File: src/rtl/tohost_pkg.sv
`default_nettype none
// +----------------------------------------------------------------------------+
// | Module : tohost_pkg                                                        |
// | Brief  : tohost command encoding shared by the putc master and the slave.  |
// | Rev    : 1.0                                                               |
// +----------------------------------------------------------------------------+
package tohost_pkg;

   localparam int unsigned TOHOST_DEVICE_BIT_POS     = 56;
   localparam int unsigned TOHOST_COMMAND_BIT_POS    = 48;
   localparam logic [7:0]  TOHOST_DEVICE_CHAR        = 8'h01;
   localparam logic [7:0]  TOHOST_COMMAND_WRITE_CHAR = 8'h01;
   localparam logic [1:0]  AXI_RESP_OKAY             = 2'b00;

   typedef enum logic [1:0] {
      IDLE = 2'd0,
      SEND = 2'd1,
      RESP = 2'd2
   } tohost_putc_state_e;

   function automatic logic [63:0] tohost_char_payload(input logic [7:0] ch);
      logic [63:0] payload;
      payload = (64'(TOHOST_DEVICE_CHAR) << TOHOST_DEVICE_BIT_POS)
              | (64'(TOHOST_COMMAND_WRITE_CHAR) << TOHOST_COMMAND_BIT_POS)
              | 64'(ch);
      return payload;
   endfunction

endpackage
`default_nettype wire

File: src/rtl/tohost_char_fifo.sv
`default_nettype none
// +----------------------------------------------------------------------------+
// | Module : tohost_char_fifo                                                  |
// | Brief  : Synchronous FIFO with wrap-bit pointers; DEPTH is a power of two. |
// | Rev    : 1.0                                                               |
// +----------------------------------------------------------------------------+
module tohost_char_fifo
   import tohost_pkg::*;
#(
   parameter int unsigned WIDTH = 8,
   parameter int unsigned DEPTH = 8
) (
   input  logic             clk_i,
   input  logic             rst_ni,
   input  logic             push_i,
   input  logic [WIDTH-1:0] data_i,
   input  logic             pop_i,
   output logic [WIDTH-1:0] head_o,
   output logic             full_o,
   output logic             empty_o
);

   localparam int unsigned AW = (DEPTH > 1) ? $clog2(DEPTH) : 1;
   localparam logic [AW:0] PTR_ONE = {{AW{1'b0}}, 1'b1};

   logic [AW:0]      wr_ptr_q;
   logic [AW:0]      rd_ptr_q;
   logic [WIDTH-1:0] mem_q [DEPTH];
   logic             do_push;
   logic             do_pop;

   assign full_o  = (wr_ptr_q[AW-1:0] == rd_ptr_q[AW-1:0]) && (wr_ptr_q[AW] != rd_ptr_q[AW]);
   assign empty_o = (wr_ptr_q == rd_ptr_q);
   assign do_push = push_i && !full_o;
   assign do_pop  = pop_i && !empty_o;
   assign head_o  = mem_q[rd_ptr_q[AW-1:0]];

   always_ff @(posedge clk_i or negedge rst_ni) begin
      if (!rst_ni) begin
         wr_ptr_q <= '0;
         rd_ptr_q <= '0;
      end else begin
         if (do_push) wr_ptr_q <= wr_ptr_q + PTR_ONE;
         if (do_pop)  rd_ptr_q <= rd_ptr_q + PTR_ONE;
      end
   end

   // Storage needs no reset: emptiness is defined by the pointers alone.
   always_ff @(posedge clk_i) begin
      if (do_push) mem_q[wr_ptr_q[AW-1:0]] <= data_i;
   end

endmodule
`default_nettype wire

File: src/rtl/axi4lite_tohost_putc.sv
`default_nettype none
// +----------------------------------------------------------------------------+
// | Module : axi4lite_tohost_putc                                              |
// | Brief  : Byte stream to tohost write-char AXI4-Lite writes, one in flight. |
// |          TOHOST_PUTC_ERRCNT_EN adds a saturating err_count output.         |
// | Rev    : 1.0                                                               |
// +----------------------------------------------------------------------------+
module axi4lite_tohost_putc
   import tohost_pkg::*;
#(
   parameter int unsigned      ALEN        = 32,
   parameter logic [ALEN-1:0]  TOHOST_ADDR = '0,
   parameter int unsigned      FIFO_DEPTH  = 8
) (
   input  logic            aclk,
   input  logic            aresetn,
   input  logic            char_valid,
   input  logic [7:0]      char_data,
   output logic            char_ready,
   output logic            busy,
   output logic            err,
`ifdef TOHOST_PUTC_ERRCNT_EN
   output logic [15:0]     err_count,
`endif
   output logic            awvalid,
   input  logic            awready,
   output logic [ALEN-1:0] awaddr,
   output logic [2:0]      awprot,
   output logic            wvalid,
   input  logic            wready,
   output logic [63:0]     wdata,
   output logic [7:0]      wstrb,
   input  logic            bvalid,
   output logic            bready,
   input  logic [1:0]      bresp,
   output logic            arvalid,
   output logic            rready
);

   tohost_putc_state_e state_q, state_d;
   logic        awvalid_q, awvalid_d;
   logic        wvalid_q, wvalid_d;
   logic        bready_q, bready_d;
   logic        err_q, err_d;
   logic [63:0] wdata_q, wdata_d;
   logic        resp_err;
   logic        fifo_full;
   logic        fifo_empty;
   logic        fifo_pop;
   logic [7:0]  fifo_head;

   assign char_ready = !fifo_full;

   tohost_char_fifo #(
      .WIDTH (8),
      .DEPTH (FIFO_DEPTH)
   ) u_fifo (
      .clk_i   (aclk),
      .rst_ni  (aresetn),
      .push_i  (char_valid && !fifo_full),
      .data_i  (char_data),
      .pop_i   (fifo_pop),
      .head_o  (fifo_head),
      .full_o  (fifo_full),
      .empty_o (fifo_empty)
   );

   always_comb begin
      state_d   = state_q;
      awvalid_d = awvalid_q;
      wvalid_d  = wvalid_q;
      bready_d  = bready_q;
      wdata_d   = wdata_q;
      fifo_pop  = 1'b0;
      resp_err  = 1'b0;
      unique case (state_q)
         IDLE: begin
            if (!fifo_empty) begin
               fifo_pop  = 1'b1;
               wdata_d   = tohost_char_payload(fifo_head);
               awvalid_d = 1'b1;
               wvalid_d  = 1'b1;
               state_d   = SEND;
            end
         end
         SEND: begin
            // AW and W complete independently; B is awaited once both are done.
            if (awvalid_q && awready) awvalid_d = 1'b0;
            if (wvalid_q && wready)   wvalid_d  = 1'b0;
            if (!awvalid_d && !wvalid_d) begin
               bready_d = 1'b1;
               state_d  = RESP;
            end
         end
         RESP: begin
            if (bvalid && bready_q) begin
               bready_d = 1'b0;
               resp_err = (bresp != AXI_RESP_OKAY);
               state_d  = IDLE;
            end
         end
         default: state_d = IDLE;
      endcase
      err_d = err_q | resp_err;
   end

   always_ff @(posedge aclk or negedge aresetn) begin
      if (!aresetn) begin
         state_q   <= IDLE;
         awvalid_q <= 1'b0;
         wvalid_q  <= 1'b0;
         bready_q  <= 1'b0;
         err_q     <= 1'b0;
         wdata_q   <= '0;
      end else begin
         state_q   <= state_d;
         awvalid_q <= awvalid_d;
         wvalid_q  <= wvalid_d;
         bready_q  <= bready_d;
         err_q     <= err_d;
         wdata_q   <= wdata_d;
      end
   end

`ifdef TOHOST_PUTC_ERRCNT_EN
   logic [15:0] err_count_q, err_count_d;

   always_comb begin
      err_count_d = err_count_q;
      if (resp_err && (err_count_q != 16'hFFFF)) err_count_d = err_count_q + 16'd1;
   end

   always_ff @(posedge aclk or negedge aresetn) begin
      if (!aresetn) err_count_q <= '0;
      else          err_count_q <= err_count_d;
   end

   assign err_count = err_count_q;
`endif

   assign busy    = !fifo_empty || (state_q != IDLE);
   assign err     = err_q;
   assign awvalid = awvalid_q;
   assign awaddr  = TOHOST_ADDR;
   assign awprot  = 3'b000;
   assign wvalid  = wvalid_q;
   assign wdata   = wdata_q;
   assign wstrb   = 8'hFF;
   assign bready  = bready_q;
   assign arvalid = 1'b0;
   assign rready  = 1'b1;

endmodule
`default_nettype wire

File: config.mk
export PLATFORM = sky130hd
export DESIGN_NAME = axi4lite_tohost_putc
export DESIGN_NICKNAME = d
export VERILOG_FILES = /design/src/rtl/tohost_pkg.sv /design/src/rtl/tohost_char_fifo.sv /design/src/rtl/axi4lite_tohost_putc.sv
export SDC_FILE = /design/constraint.sdc
export NUM_CORES = 1
export LEC_CHECK = 0
export ABC_AREA = 1
export CAP_MARGIN = 40
export CORE_MARGIN = 5
export CORE_UTILIZATION = 43
export DETAILED_ROUTE_END_ITERATION = 8
export HOLD_SLACK_MARGIN = 0.1
export PLACE_DENSITY = 0.76
export SLEW_MARGIN = 20
export SYNTH_ARGS = -nofsm -noshare
export SYNTH_HDL_FRONTEND = slang
export SYNTH_SLANG_ARGS = --single-unit
File: constraint.sdc
create_clock -name aclk -period 1.8 [get_ports aclk]
set_input_delay 0.18 -clock aclk [delete_from_list [all_inputs] [get_ports aclk]]
set_output_delay 0.18 -clock aclk [all_outputs]
set_load 0.01 [all_outputs]
# Word level (Yosys, flattened, before mapping)
# Memories as Yosys holds them, arrays and structs flattened. A register that Yosys moved wholly into a read port is not among the register bits.
# Index checks and enable logic that the tools add are counted.
[op_classes] n_addsub=2 muxes=20 reduce_logical=23 eq_ne=8 bitwise_logic=2
[op_table] op="$mux W1" n=13
[op_table] op="$add A4 B1 Y4 const B" n=2
[op_table] op="$logic_and A1 B1 Y1" n=8
[op_table] op="$reduce_bool A2 Y1" n=4
[op_table] op="$mux W2" n=3
[op_table] op="$ne A2 B2 Y1 const B" n=3
[op_table] op="$pmux W1 S2" n=3
[op_table] op="$pmux W2 S3" n=1
[op_table] op="$reduce_and A3 Y1" n=2
[op_table] op="$logic_not A1 Y1" n=5
[op_table] op="$eq A4 B4 Y1" n=1
[op_table] op="$reduce_and A2 Y1" n=2
[op_table] op="$eq A3 B3 Y1" n=1
[op_table] op="$eq A2 B1 Y1 const B" n=1
[op_table] op="$eq A2 B2 Y1 const B" n=1
[op_table] op="$logic_not A2 Y1" n=1
[op_table] op="$logic_or A1 B1 Y1" n=1
[op_table] op="$ne A1 B1 Y1" n=1
[op_table] op="$not A1 Y1" n=1
[op_table] op="$or A1 B1 Y1" n=1
[totals] out_inout_bits=115 in_bits=16 mem_bits_rw=64 register_bits=23 elab_cells=64 memories=1
[mem_list] memory="u_fifo.mem_q" depth=8 word_bits=8 read_ports=1 rd_ports_with_merged_regs=1 write_ports=1 line_no="tohost_char_fifo.sv:28" text="logic [WIDTH-1:0] mem_q [DEPTH];"

# Depth between registers and ports, before layout
[logic_depth] ltp_word=7 mapped_depth=11 mapped_depth_nobuf=9

# Modules after synthesis
# A second synthesis with hierarchy kept.
[hier_totals] hier_cells=453 hier_area_um2=4496.8
[modules_own_cells] module="tohost_char_fifo" area_each_um2=3090.5 cells_per_inst=270 seq_area_each_um2=2122.0 instances=1
[modules_own_cells] module="axi4lite_tohost_putc" area_each_um2=1406.3 cells_per_inst=183 seq_area_each_um2=375.4 instances=1

# Least setup slack after synthesis
# OpenSTA, ideal clock, no wires.
[synth_timing] kind="reg-to-reg" start="reg u_fifo.rd_ptr_q[0]" end="mem u_fifo.mem_q[4][0] (enable)" arrival_ps=1474 setup_time_ps=371 path_slack_ps=-44 n_path_buf=1 stages_incl_launch_ff=9 required_ps=1429 synth_period_minus_slack_ps=1844 cell_sequence="dfrtp_1 buf_4 inv_2 nand2_1 nand2_1 nor2_4 nand3_2 nand3_1 nor2_1"
[synth_between] elab_chain_len=7
[synth_rtl] item="start: declaration" line_no="tohost_char_fifo.sv:27" text="logic [AW:0] rd_ptr_q;"
[synth_rtl] item="start signal: assignment" line_no="tohost_char_fifo.sv:44" text="if (do_pop) rd_ptr_q <= rd_ptr_q + PTR_ONE;"
[synth_rtl] item="$eq A3 B3 Y1 *" line_no="tohost_char_fifo.sv:32" text="assign full_o = (wr_ptr_q[AW-1:0] == rd_ptr_q[AW-1:0]) && (wr_ptr_q[AW] != rd_ptr_q[AW]);"
[synth_rtl] item="$logic_and A1 B1 Y1 *" line_no="tohost_char_fifo.sv:32"
[synth_rtl] item="$logic_not A1 Y1 *"
[synth_rtl] item="net char_ready" line_no="axi4lite_tohost_putc.sv:19" text="output logic char_ready,"
[synth_rtl] item="$logic_and A1 B1 Y1" line_no="axi4lite_tohost_putc.sv:60" text=".push_i (char_valid && !fifo_full),"
[synth_rtl] item="$logic_and A1 B1 Y1 *" line_no="tohost_char_fifo.sv:34" text="assign do_push = push_i && !full_o;"
[synth_rtl] item="$mux W1 *" line_no="tohost_char_fifo.sv:50" text="if (do_push) mem_q[wr_ptr_q[AW-1:0]] <= data_i;"
[synth_rtl] item="$mux W1 (not written as such) *" line_no="tohost_char_fifo.sv:50"
[synth_rtl] item="end: declaration" line_no="tohost_char_fifo.sv:28"
# The timed path passes the listed nets; every way through them passes the cells marked *.

# Worst setup path in the final report
[layout_timing] start="reg u_fifo.wr_ptr_q[0]" end="out char_ready"
[layout_between] elab_chain_len=3
[layout_rtl] item="start: declaration" line_no="tohost_char_fifo.sv:26" text="logic [AW:0] wr_ptr_q;"
[layout_rtl] item="start signal: assignment" line_no="tohost_char_fifo.sv:43" text="if (do_push) wr_ptr_q <= wr_ptr_q + PTR_ONE;"
[layout_rtl] item="$eq A3 B3 Y1" line_no="tohost_char_fifo.sv:32"
[layout_rtl] item="$logic_and A1 B1 Y1" line_no="tohost_char_fifo.sv:32"
[layout_rtl] item="$logic_not A1 Y1" line_no="axi4lite_tohost_putc.sv:52" text="assign char_ready = !fifo_full;"
[layout_rtl] item="end: declaration" line_no="axi4lite_tohost_putc.sv:19"
# No other way between the ends.

==> results.sh <==
export IMPL_status="finished, final reports clean"
export IMPL_syn_area_sq_um=4520
export IMPL_critPathTopFamily="flip-flops"
export IMPL_ys_flop_type="edfxtp_1"
export IMPL_synth_edf_count=64
export IMPL_path_depth=6
export IMPL_synthDominantAreaCellType="edfxtp_1"
export IMPL_rsz0062_at_grt="false"
export IMPL_yosysWarnings=0
export IMPL_rr_worst_depth=9
export IMPL_fmax_mhz=591
export IMPL_required_ns=1.62
export IMPL_vdd_drop_max_mv=0.777
export IMPL_core_region_area_sq_um=10300
export IMPL_start_util=0.440
export IMPL_synthToLayoutAreaGrowth_pct=9.41
export IMPL_crit_buf_inv=2
export IMPL_cts_tree="yes"
export IMPL_clock_latency_ns=0.35
export IMPL_n_antenna_cell=0
export IMPL_slowest_stage="dfrtp_1"
export IMPL_clk_path_buf_depth=2
export IMPL_cts_sinks=87
export IMPL_nNetsFinal=550
export IMPL_clk_pin_slew_ns=0.08
export IMPL_wl_mm=8.38
export IMPL_fin_util=0.481
export IMPL_fillers=922
export IMPL_p_switching_mw=2.89
export IMPL_maxCapViolCount=0
export IMPL_synth_yosys_seq_area_share=0.552
export IMPL_grt_ovfl_total=0
export IMPL_synth_area_leaders="edfxtp_1, buf_4, nand2_1, dfrtp_1, o21ai_0"
export IMPL_finalSetupTns_ns=0
export IMPL_async_flop_share=0.264
export IMPL_critPathMaxStageDelay_ns=0.40
export IMPL_route_vias_total=2951
export IMPL_grt_usage=0.133
export IMPL_finalMaxSlewViolations=0
export IMPL_ys_ff_latch=87
export IMPL_pin_count=131
export IMPL_drc=0
export IMPL_multiInputGateArea_sq_um=1510
export IMPL_worstPathCellList="inv_2, nand2_1, nand2_2, nor2_4, nand3_2, dlygate4sd2_1"
export IMPL_synth_distinct_cells=28
export IMPL_grt_pass1_vias=2755
export IMPL_syn_inst=483
export IMPL_finClkSkew_ns=0.00719
export IMPL_p_comb_frac=0.428
export IMPL_setup_viol=0
export IMPL_routabilityCongestion=0.840
export IMPL_p_total_mw=7.46
export IMPL_synth_most_common_cell="nand2_1"
export IMPL_dieArea_sq_um=12700
export IMPL_worst_hold_path_type="input pin to asynchronous set/reset pin"
export IMPL_min_period_over_period=0.939
export IMPL_first_pass_iters=4
export IMPL_grt_max_degree=34
export IMPL_power_per_cell_area_nw_per_um2=1510
export IMPL_wl_per_cell_um=12.5
export IMPL_die_x_um=113
export IMPL_synth_commonest_cells="nand2_1, buf_4, edfxtp_1"
export IMPL_rows=37
export IMPL_cts_buffers=9
export IMPL_hold_viol=0
export IMPL_viasPerCell=4.38
export IMPL_clkPwrFrac=0.193
export IMPL_finish_instance_area_sq_um=4950
export IMPL_antenna_found_initial=0
export IMPL_regArea_sq_um=2500
export IMPL_intPower_mw=4.57
export IMPL_arrival_ns=1.51
export IMPL_post_dp_hpwl_mm=6.31
export IMPL_cts_root_buf="clkbuf_8"
export IMPL_drive_above_1_share=0.114
export IMPL_grt_pass1_wl_mm=13.5
export IMPL_yosysTopAreaCellShare=0.425
export IMPL_reg2reg_slack_ns=0.20
export IMPL_switching_share=0.387
export IMPL_htree_levels=3
export IMPL_postRouteAntennaNets=0
export IMPL_dr_first_iter_drc_count=138
export IMPL_p_leak_nw=2.29
export IMPL_fin_crit_ns=1.69
export IMPL_port_buffers=31
export IMPL_syn_area_per_cell_sq_um=9.36
export IMPL_seqPwrFrac=0.378
export IMPL_post_dp_cell_area_sq_um=4700
export IMPL_critPathKind="flip-flop to primary output"
export IMPL_start_kind="flip-flop"
export IMPL_cp_end_kind="primary output"
export IMPL_cp_max_fo=4
export IMPL_die_y_um=113
## layout make-up
| type | count | area share |
|---|---|---|
| flip-flops and latches | 87 | 0.505 |
| multi-input cells | 362 | 0.305 |
| repair buffers | 55 | 0.0989 |
| well taps | 136 | 0.0344 |
| clock buffers | 11 | 0.0266 |
| clock inverters | 5 | 0.0169 |
| inverters | 17 | 0.0134 |
## worst reg2reg max path, cell delays in order, from the launching register on
cell and delay (ns):
dfrtp_1 0.41, inv_2 0.07, nand2_1 0.06, nand2_2 0.10, inv_1 0.06, nand3_2 0.11
nand2_4 0.08, buf_4 0.16, nor2_1 0.08, buf_4 0.18
## stage by stage
| step | cells | worst slack (ns) | hold slack (ns) |
|---|---|---|---|
| final | 673 | 0.109 | 0.181 |
| after global routing | 673 | 0.0249 | 0.215 |
| after CTS | 671 | -0.00574 | 0.183 |
| after detailed placement | 655 | 0.00583 | 0.476 |
| after global placement | 655 | 0.0288 | 0.449 |
| after floorplan | 580 | -0.0442 | -0.116 |
## path summary, 6_finish.rpt
| path | startpoint | end |
|---|---|---|
| max reg2reg | u_fifo.wr_ptr_q[2]$_DFFE_PN0P_ | u_fifo.mem_q[5][3]$_DFFE_PP_ |
| max in group asynchronous | aresetn | u_fifo.rd_ptr_q[2]$_DFFE_PN0P_ |
| min reg2reg | wdata[3]$_DFFE_PN0P_ | wdata[3]$_DFFE_PN0P_ |
| max | u_fifo.wr_ptr_q[0]$_DFFE_PN0P_ | char_ready |
| min | aresetn | bready$_DFFE_PN0P_ |
| min in group aclk | bresp[0] | err$_DFF_PN0_ |
## cells in the final DEF (no fill, tap or decap), types with 5 or more instances in the layout
master           Yosys  final
nand3_1              8      8
o21ai_0             19     19
buf_4              102     24
clkbuf_8             0      9
nand2_2              2      5
inv_2                5      7
inv_1               11      9
dfrtp_1             23     22
conb_1               2     99
edfxtp_1            64     64
clkdlybuf4s50_1      0     29
nor2_1              21     18
nand2_1            197    194
## logic make-up after synthesis
group	share of synthesized area
simple gates	0.212
buf+inv	0.199
flops	0.552
compound gates	0.0232
xor+xnor	0.00581
fa+ha+maj	0.00553
other cells	0.00166
## state kept, by name, summed over array words and instances (netlist names)
register and flops:
u_fifo.mem_q 64, wdata 9, u_fifo.rd_ptr_q 4, u_fifo.wr_ptr_q 4, state_q 2, awvalid 1, bready 1, err 1
wvalid 1
## layer usage
metal	routed length (um)	part of all wire	track usage	vias up
li1	-	-	-	1424
met5	0	0	0	-
met4	83	0.0099	0.0393	0
met3	919	0.11	0.0307	10
met2	4050	0.48	0.228	154
met1	3330	0.40	0.168	1363
## what timing repair did
item / in CTS / in global routing
resized for setup: 4 / 9
setup endpoints to repair: 2 / 10
buffers inserted: 0 / 2
pin swaps: 0 / 2
hold buffers: 0 / 0
## power groups by stage
| stage | logic [mW] | clock network, mW | registers [mW] |
|---|---|---|---|
| final | 3.20 | 1.44 | 2.82 |
| after global placement | 3.03 | 0 | 2.85 |
| after CTS | 3.13 | 1.47 | 2.82 |
| after global routing | 3.64 | 1.54 | 2.87 |
| after detailed placement | 3.11 | 0 | 2.87 |
| after floorplan | 2.22 | 0 | 2.88 |
Note: power is estimated with default switching activity, not from simulation.
